$ cat src/rtl/mac_tx_arbiter.sv
// Packet-granular round-robin arbiter feeding one MAC TX stream, with an idle gap after every frame.
// Optional stall watchdog that aborts a stuck frame: define MAC_TX_ARB_WATCHDOG_EN.
module mac_tx_arbiter #(
    parameter int DATA_WIDTH     = 8,
    parameter int NUM_PORTS      = 4,
    parameter int GAP_CYCLES     = 12,
    parameter int TIMEOUT_CYCLES = 1024
) (
    input  logic                            clk,
    input  logic                            reset_n,
    input  logic [NUM_PORTS*DATA_WIDTH-1:0] s_axis_tdata,
    input  logic [NUM_PORTS-1:0]            s_axis_tvalid,
    input  logic [NUM_PORTS-1:0]            s_axis_tlast,
    output logic [NUM_PORTS-1:0]            s_axis_trdy,
    output logic [DATA_WIDTH-1:0]           m_axis_tdata,
    output logic                            m_axis_tvalid,
    output logic                            m_axis_tlast,
    output logic                            m_axis_tuser,
    input  logic                            m_axis_trdy,
    output logic [$clog2(NUM_PORTS)-1:0]    grant_id,
    output logic                            busy
);
    localparam int ID_W     = $clog2(NUM_PORTS);
    localparam int GAP_W    = (GAP_CYCLES > 1) ? $clog2(GAP_CYCLES) : 1;
    localparam int GAP_LOAD = (GAP_CYCLES > 0) ? GAP_CYCLES - 1 : 0;

    typedef enum logic [1:0] {ST_IDLE, ST_PASS, ST_GAP, ST_ABORT} state_t;

    state_t            state_r, state_s;
    logic [ID_W-1:0]   grant_r, grant_s;
    logic [ID_W-1:0]   pick_s, idx_s;
    logic              found_s, hit_s;
    logic [GAP_W-1:0]  gap_cnt_r;
    logic              xfer_s;
    logic              stall_hit_s;

    assign xfer_s   = (state_r == ST_PASS) && s_axis_tvalid[grant_r] && m_axis_trdy;
    assign grant_id = grant_r;
    assign busy     = (state_r != ST_IDLE);

    // Round-robin scan starting just above the last granted port.
    always_comb begin
        pick_s  = grant_r;
        found_s = 1'b0;
        idx_s   = '0;
        hit_s   = 1'b0;
        for (int i = 1; i <= NUM_PORTS; i++) begin
            idx_s   = ID_W'((int'(grant_r) + i) % NUM_PORTS);
            hit_s   = !found_s && s_axis_tvalid[idx_s];
            pick_s  = hit_s ? idx_s : pick_s;
            found_s = found_s | hit_s;
        end
    end

`ifdef MAC_TX_ARB_WATCHDOG_EN
    localparam int SC_W = $clog2(TIMEOUT_CYCLES + 1);
    logic [SC_W-1:0] stall_cnt_r;

    assign stall_hit_s = (state_r == ST_PASS) && !xfer_s &&
                         (stall_cnt_r == SC_W'(TIMEOUT_CYCLES - 1));

    // Count consecutive PASS cycles without a transfer.
    always_ff @(posedge clk) begin
        if (!reset_n) begin
            stall_cnt_r <= '0;
        end else if ((state_r != ST_PASS) || xfer_s || stall_hit_s) begin
            stall_cnt_r <= '0;
        end else begin
            stall_cnt_r <= stall_cnt_r + SC_W'(1);
        end
    end
`else
    assign stall_hit_s = 1'b0 && (TIMEOUT_CYCLES < 0);
`endif

    // Next-state and output decode; outputs are only live while passing or aborting.
    always_comb begin
        state_s       = state_r;
        grant_s       = grant_r;
        s_axis_trdy   = '0;
        m_axis_tdata  = '0;
        m_axis_tvalid = 1'b0;
        m_axis_tlast  = 1'b0;
        m_axis_tuser  = 1'b0;
        case (state_r)
            ST_IDLE: begin
                if (found_s) begin
                    state_s = ST_PASS;
                    grant_s = pick_s;
                end else begin
                    state_s = ST_IDLE;
                end
            end
            ST_PASS: begin
                m_axis_tdata         = s_axis_tdata[int'(grant_r)*DATA_WIDTH +: DATA_WIDTH];
                m_axis_tvalid        = s_axis_tvalid[grant_r];
                m_axis_tlast         = s_axis_tlast[grant_r];
                s_axis_trdy[grant_r] = m_axis_trdy;
                if (xfer_s && s_axis_tlast[grant_r]) begin
                    state_s = (GAP_CYCLES == 0) ? ST_IDLE : ST_GAP;
                end else if (stall_hit_s) begin
                    state_s = ST_ABORT;
                end else begin
                    state_s = ST_PASS;
                end
            end
            ST_GAP: begin
                if (gap_cnt_r == '0) begin
                    state_s = ST_IDLE;
                end else begin
                    state_s = ST_GAP;
                end
            end
            ST_ABORT: begin
`ifdef MAC_TX_ARB_WATCHDOG_EN
                m_axis_tvalid = 1'b1;
                m_axis_tlast  = 1'b1;
                m_axis_tuser  = 1'b1;
                if (m_axis_trdy) begin
                    state_s = (GAP_CYCLES == 0) ? ST_IDLE : ST_GAP;
                end else begin
                    state_s = ST_ABORT;
                end
`else
                state_s = ST_IDLE;
`endif
            end
            default: begin
                state_s = ST_IDLE;
            end
        endcase
    end

    // State, grant and gap counter registers; the counter loads on GAP entry.
    always_ff @(posedge clk) begin
        if (!reset_n) begin
            state_r   <= ST_IDLE;
            grant_r   <= ID_W'(NUM_PORTS - 1);
            gap_cnt_r <= '0;
        end else begin
            state_r <= state_s;
            grant_r <= grant_s;
            if ((state_s == ST_GAP) && (state_r != ST_GAP)) begin
                gap_cnt_r <= GAP_W'(GAP_LOAD);
            end else if ((state_r == ST_GAP) && (gap_cnt_r != '0)) begin
                gap_cnt_r <= gap_cnt_r - GAP_W'(1);
            end else begin
                gap_cnt_r <= gap_cnt_r;
            end
        end
    end
endmodule

$ cat config.mk
export PLATFORM = sky130hd
export DESIGN_NAME = mac_tx_arbiter
export DESIGN_NICKNAME = d
export VERILOG_FILES = /design/src/rtl/mac_tx_arbiter.sv
export SDC_FILE = /design/constraint.sdc
export NUM_CORES = 1
export LEC_CHECK = 0
export ABC_AREA = 1
export BUFFER_PORTS_ARGS = -buffer_cell sky130_fd_sc_hd__buf_2
export CAP_MARGIN = 5
export CORE_MARGIN = 4
export CORE_UTILIZATION = 35
export CTS_CLUSTER_DIAMETER = 30
export CTS_CLUSTER_SIZE = 20
export DETAILED_ROUTE_END_ITERATION = 6
export MAX_ROUTING_LAYER = met4
export PLACE_DENSITY = 0.69
export SLEW_MARGIN = 20
export SYNTH_ARGS = -nofsm -noshare
export SYNTH_HDL_FRONTEND = slang
export SYNTH_SLANG_ARGS = --single-unit
$ cat constraint.sdc
create_clock -name clk -period 1.9 [get_ports clk]
set_input_delay 0.285 -clock clk [delete_from_list [all_inputs] [get_ports clk]]
set_output_delay 0.285 -clock clk [all_outputs]
set_load 0.05 [all_outputs]
Word-level counts from Yosys, hierarchy flattened:

Cells that the tools add are included.

* multiplexer cells: 28
* $lt $le $gt $ge: 6
* shifts and indexed selects: 1
* equal/unequal tests: 5
* div/mod/pow operators: 0
* $add $sub $neg: 5
* bitwise logic cells: 5
* multipliers: 0
* reduce and logical (&&, ||, !) cells: 20

Operators with widths (number)
* $shiftx 32x6->8: 1
* $lt 2x3->1 const B: 5
* $bmux 1 s2: 6
* $mux 2: 6
* $mux 4: 3
* $mux 1: 10
* $logic_and 1x1->1: 9
* $mux 8: 1
* $pmux 2 s4: 1
* $reduce_bool 4->1: 2
* $eq 2x2->1 const B: 3
* $add 2x1->2 const B: 2
* $add 2x2->2 const B: 2
* $and 4x4->4: 1
* $logic_not 4->1: 1
* $reduce_bool 2->1: 2
* $sub 4x1->4 const B: 1
* $logic_not 1->1: 3
* $or 1x1->1: 3
* $reduce_and 3->1: 1
* $demux 1 s2: 1
* $eq 2x1->1 const B: 1
* $ge 2x1->1 const B: 1
* $logic_not 2->1: 1
* 3 further kinds: 3

* memory bits (read-only): 0
* register bits: 8
* memories: 0
* bits in latches: 0
* word-level logic and storage cells: 74
* memory bits (writable): 0

Logic depth before layout (Yosys ltp):

* word-level depth: 17
* gate-level depth with buffers: 13
* depth with buffers taken out: 10

Worst setup path before layout:

Ideal clock, no wire load.

* path kind: register to output
* from: register grant_r[0], in the netlist grant_id[0]
* to: output port m_axis_tdata[1]
* cell stages (with the launch flop): 8
* arrival: 2.125 ns
* required time: 1.615 ns
* setup slack: -0.510 ns
* cell sequence: dfxtp_1 > buf_6 > buf_6 > buf_4 > nor2_1 > nor2_1 > o21ai_0 > a21oi_1

* word-level cells in the longest chain between the ends: 2

RTL lines
* start, declared: RTL line 30 `logic [ID_W-1:0] grant_r, grant_s;`
* start signal, assigned: RTL line 138 `grant_r <= ID_W'(NUM_PORTS - 1);`
* start signal, assigned: RTL line 142 `grant_r <= grant_s;`
* $shiftx 32x6->8: RTL line 95 `m_axis_tdata = s_axis_tdata[int'(grant_r)*DATA_WIDTH +: DATA_WIDTH];`
* $mux 8: RTL line 85 `case (state_r)`
* end, declared: RTL line 15 `output logic [DATA_WIDTH-1:0] m_axis_tdata,`

No other way between the ends.

Worst setup path after layout:

* from: register grant_r[0], in the netlist grant_id[0]
* to: output port m_axis_tdata[0]

The elaborated chain is that of the path after synthesis.

==> impl_results.rst <==
.. list-table::
   :header-rows: 1

   * - Metric
     - Value
   * - Run status
     - completed
   * - Crit path capture type
     - output pin
   * - H-tree levels
     - 1
   * - Static Leak
     - 0.000816 uW
   * - Final Power
     - 2410 uW
   * - GR Overflow Total
     - 0
   * - Routed WL
     - 3230 microns
   * - Fraction of power consumed by sequential logic
     - 11.2%
   * - Count of boundary I/O pins
     - 61
   * - Layer with the highest usage after global routing
     - met2
   * - Relative contribution of combinational cells to total power
     - 82.9%
   * - Post-route antenna net violation count
     - 0
   * - Most common cell on crit path
     - sky130_fd_sc_hd__nor2_1
   * - Layout overhead on the synthesized area
     - 51.2%
   * - Number of warning messages in the yosys log
     - 0
   * - Endpoint of the worst-slack reg-to-reg timing path
     - grant_id[1]
   * - Initial Util
     - 37.2%
   * - Met1 Track Usage GR
     - 21.8%
   * - Clock share of power
     - 6.0%
   * - Worst Path Required
     - 1.62 ns
   * - Worst Skew
     - 0.00450 ns
   * - Met3 routing resource usage after global routing
     - 3.24%
   * - Met2 global-route usage
     - 26.4%
   * - Origin of the critical flop-to-flop path
     - grant_id[1]
   * - Critical path type
     - reg2out
   * - CTS tree
     - done
   * - Period utilization
     - 93.9%
   * - Net Count, Synth
     - 236
   * - Placed wire-length estimate after detailed placement
     - 2370 microns
   * - Worst slack on hold paths
     - 0.251 ns
   * - Final number of setup-violating endpoints
     - 0
   * - Number of distinct library cell variants in the gate-level netlist after synthesis
     - 20
   * - Library cell contributing the largest single delay on the critical path
     - sky130_fd_sc_hd__dfxtp_4
   * - VDD IR-drop max
     - 0.000687 V
   * - DR iter-0 viols
     - 97
   * - Max cap viols
     - 0
   * - IO buf count
     - 59
   * - Overall die height
     - 62.6 microns
   * - Via count of the first global-routing pass
     - 1228
   * - Cell Int Power
     - 999 uW
   * - Final net count
     - 301
   * - Post-synthesis instance area
     - 1040 sq um
   * - Power per cell area
     - 1530 nW/um^2
   * - CP Max Fanout
     - 14
   * - Top_reg_cell synth
     - sky130_fd_sc_hd__dfxtp_1
   * - Proportion of synthesized chip area in sequential cells
     - 15.3%
   * - # diodes
     - 0
   * - Most area-hungry cell type in the Yosys netlist
     - sky130_fd_sc_hd__nor2_1
   * - Hold Path Origin
     - reset_n
   * - Wire length of the first global-routing pass
     - 5360 microns
   * - Highest achievable clock rate
     - 561 MHz
   * - Library cell with the highest instance count after synthesis
     - sky130_fd_sc_hd__nor2_1
   * - First-pass detailed-route iteration total
     - 5
   * - Std cell rows
     - 19
   * - Clk slew on worst S/H paths
     - 0.06 ns
   * - Fraction of layout instances using a drive strength above 1
     - 39.3%
   * - Final hold violation count
     - 0
   * - Clock insertion delay at the later pin of the skew report
     - 0.26 ns
   * - Unrepaired setup endpoints after global routing
     - no
   * - Total die area
     - 3920 sq um
   * - Fraction of registers with async set or reset after synthesis
     - 0%
   * - Clock Root Buffer
     - sky130_fd_sc_hd__clkbuf_4
   * - Max Transition Viols Final
     - 0
   * - Area share of the largest cell type after synthesis
     - 15.5%
   * - Total number of vias
     - 1381
   * - Critical Path, Cell by Cell
     - buf_6 -> nor2_1 -> nor2_1 -> o21ai_0 -> a21oi_4 -> buf_4
   * - Post-route minimum period
     - 1.78 ns
   * - Main area contributors after synthesis
     - sky130_fd_sc_hd__nor2_1 15%, sky130_fd_sc_hd__dfxtp_1 15%, sky130_fd_sc_hd__nand2_1 15%
   * - Wire length per cell after detailed routing
     - 11.4 microns
   * - Number of flip-flops and latches in the synthesized netlist
     - 8
   * - Detailed-route vias per instance
     - 4.88
   * - Number of synthesized flops with an enable pin
     - 0
   * - Max incr delay on CP
     - 0.42 ns
   * - Hold depth
     - 2
   * - Number of buffers on the longest clock path
     - 2
   * - Top cells by instance count after synthesis
     - 43 x sky130_fd_sc_hd__nor2_1, 42 x sky130_fd_sc_hd__nand2_1, 18 x sky130_fd_sc_hd__inv_1
   * - Fraction of power spent switching nets
     - 58.5%
   * - DRC errors left
     - 0
   * - Clock Sinks
     - 8
   * - Routability-driven placement congestion ratio
     - 0.835
   * - Critical path startpoint category
     - register
   * - Reg2Reg Depth
     - 10
   * - Initial antenna violation count
     - 0
   * - Syn Area/Cell
     - 5.55 sq um
   * - Sink of the worst hold path
     - grant_id[0]
   * - Largest net degree at the start of global routing
     - 27
   * - Width of the die
     - 62.6 microns
   * - Total track usage
     - 16.7%
   * - Cell count after synthesis
     - 188
   * - Number of clock buffers inserted by TritonCTS
     - 3
   * - Arr. time, crit path
     - 1.50 ns
   * - Worst-case register-to-register setup slack
     - 0.36 ns
   * - Min-delay worst type
     - in2reg
   * - Switching power summed over all nets
     - 1410 uW
   * - Area inside the core boundary
     - 2810 sq um
## cells by family (layout without fill, tap and decap cells)
| group | count (synthesis) | in the layout | synth area share [%] |
|---|---|---|---|
| and+or+nand+nor | 111 | 111 | 46.6 |
| adders and majority gates | 5 | 5 | 6.00 |
| DFF | 8 | 8 | 15.3 |
| other | 1 | 1 | 0.359 |
| buffers and inverters | 28 | 92 | 14.0 |
| AOI/OAI and AO/OA | 33 | 33 | 15.9 |
| xor gates and xnor gates | 2 | 2 | 1.68 |
## cell type report
class                   instances  area, sq um
clock buffers                   4         26.3
fillers                       293         1230
inverters                      19         76.3
multi-input cells             152          840
flip-flops and latches          8          168
well taps                      31         38.8
repair buffers                 69          429
## flip-flops by register name (all words and copies together), names as in the netlist
| register | count |
|---|---|
| gap_cnt_r | 4 |
| grant_id | 2 |
| state_r | 2 |
## worst max-delay path by stage
stage / startpoint / endpoint / cells after the start
after floorplan: grant_id[0] / s_axis_trdy[0] / 7
after global placement: grant_id[0] / grant_id[1] / 10
after detailed placement: grant_id[0] / grant_id[1] / 10
after CTS: grant_id[1] / m_axis_tdata[2] / 6
after global routing: grant_id[0] / m_axis_tvalid / 6
final: grant_id[0] / m_axis_tdata[0] / 6
## per-layer routing
layer / wire length (microns) / vias up
li1: - / 723
met1: 1430 / 593
met2: 1450 / 60
met3: 291 / 5
met4: 57 / 0
met5: 0 / -
## power groups by stage
stage / Combinational (uW) / Sequential (uW) / Clock [uW]
2_1_floorplan: 1470 / 313 / 0
3_3_place_gp: 1750 / 332 / 0
3_5_place_dp: 1760 / 334 / 0
4_1_cts: 1850 / 306 / 143
5_1_grt: 2170 / 276 / 161
6_report: 2000 / 268 / 144
## cells in the final DEF (no fill, tap or decap)
cell                        n
sky130_fd_sc_hd__clkbuf_4   4
sky130_fd_sc_hd__inv_1     18
sky130_fd_sc_hd__ha_4       1
sky130_fd_sc_hd__nand3_2    3
sky130_fd_sc_hd__ha_1       4
sky130_fd_sc_hd__inv_6      1
sky130_fd_sc_hd__dfxtp_1    6
sky130_fd_sc_hd__buf_6      1
sky130_fd_sc_hd__nand2_2    6
sky130_fd_sc_hd__a31oi_1    1
sky130_fd_sc_hd__nand2_1   42
sky130_fd_sc_hd__nand4_1    2
sky130_fd_sc_hd__buf_4     12
sky130_fd_sc_hd__clkbuf_1   1
sky130_fd_sc_hd__dfxtp_4    2
sky130_fd_sc_hd__conb_1     1
sky130_fd_sc_hd__buf_12     3
sky130_fd_sc_hd__a21oi_1    5
sky130_fd_sc_hd__o21ai_0   17
sky130_fd_sc_hd__nor2_2     3
sky130_fd_sc_hd__nor2_1    40
sky130_fd_sc_hd__buf_2     52
sky130_fd_sc_hd__nand3_1   14
sky130_fd_sc_hd__nand3_4    1
sky130_fd_sc_hd__a21oi_2    4
sky130_fd_sc_hd__xor2_1     2
sky130_fd_sc_hd__a21oi_4    6
## through the flow
step | setup TNS (ns) | instance area (sq um) | worst slack, ns | cells | utilization [%]
2_1_floorplan | -0.122 | 1150 | -0.122 | 188 | -
3_3_place_gp | 0 | 1460 | 0.207 | 273 | 52.0
3_5_place_dp | 0 | 1460 | 0.174 | 273 | 52.0
4_1_cts | 0 | 1510 | 0.0359 | 278 | 53.8
5_1_grt | 0 | 1580 | 0.00455 | 283 | 56.2
6_report | 0 | 1580 | 0.117 | 283 | 56.2
## worst max-delay path, delay by kind of cell, from the launching register on
kind                   cells  cell delay [ns]
AO/OA/AOI/OAI              2             0.27
flip-flops                 1             0.42
buffers and inverters      2             0.39
AND/OR/NAND/NOR            2             0.13
## timing repair
item | 4_1_cts | 5_1_grt
gates resized for setup | 6 | 2
hold buffers | 0 | 0
endpoints found under the hold margin | 0 | 0
setup endpoints to repair | 7 | 9
setup buffers | 1 | 5
Note: power is estimated with default switching activity, not from simulation.
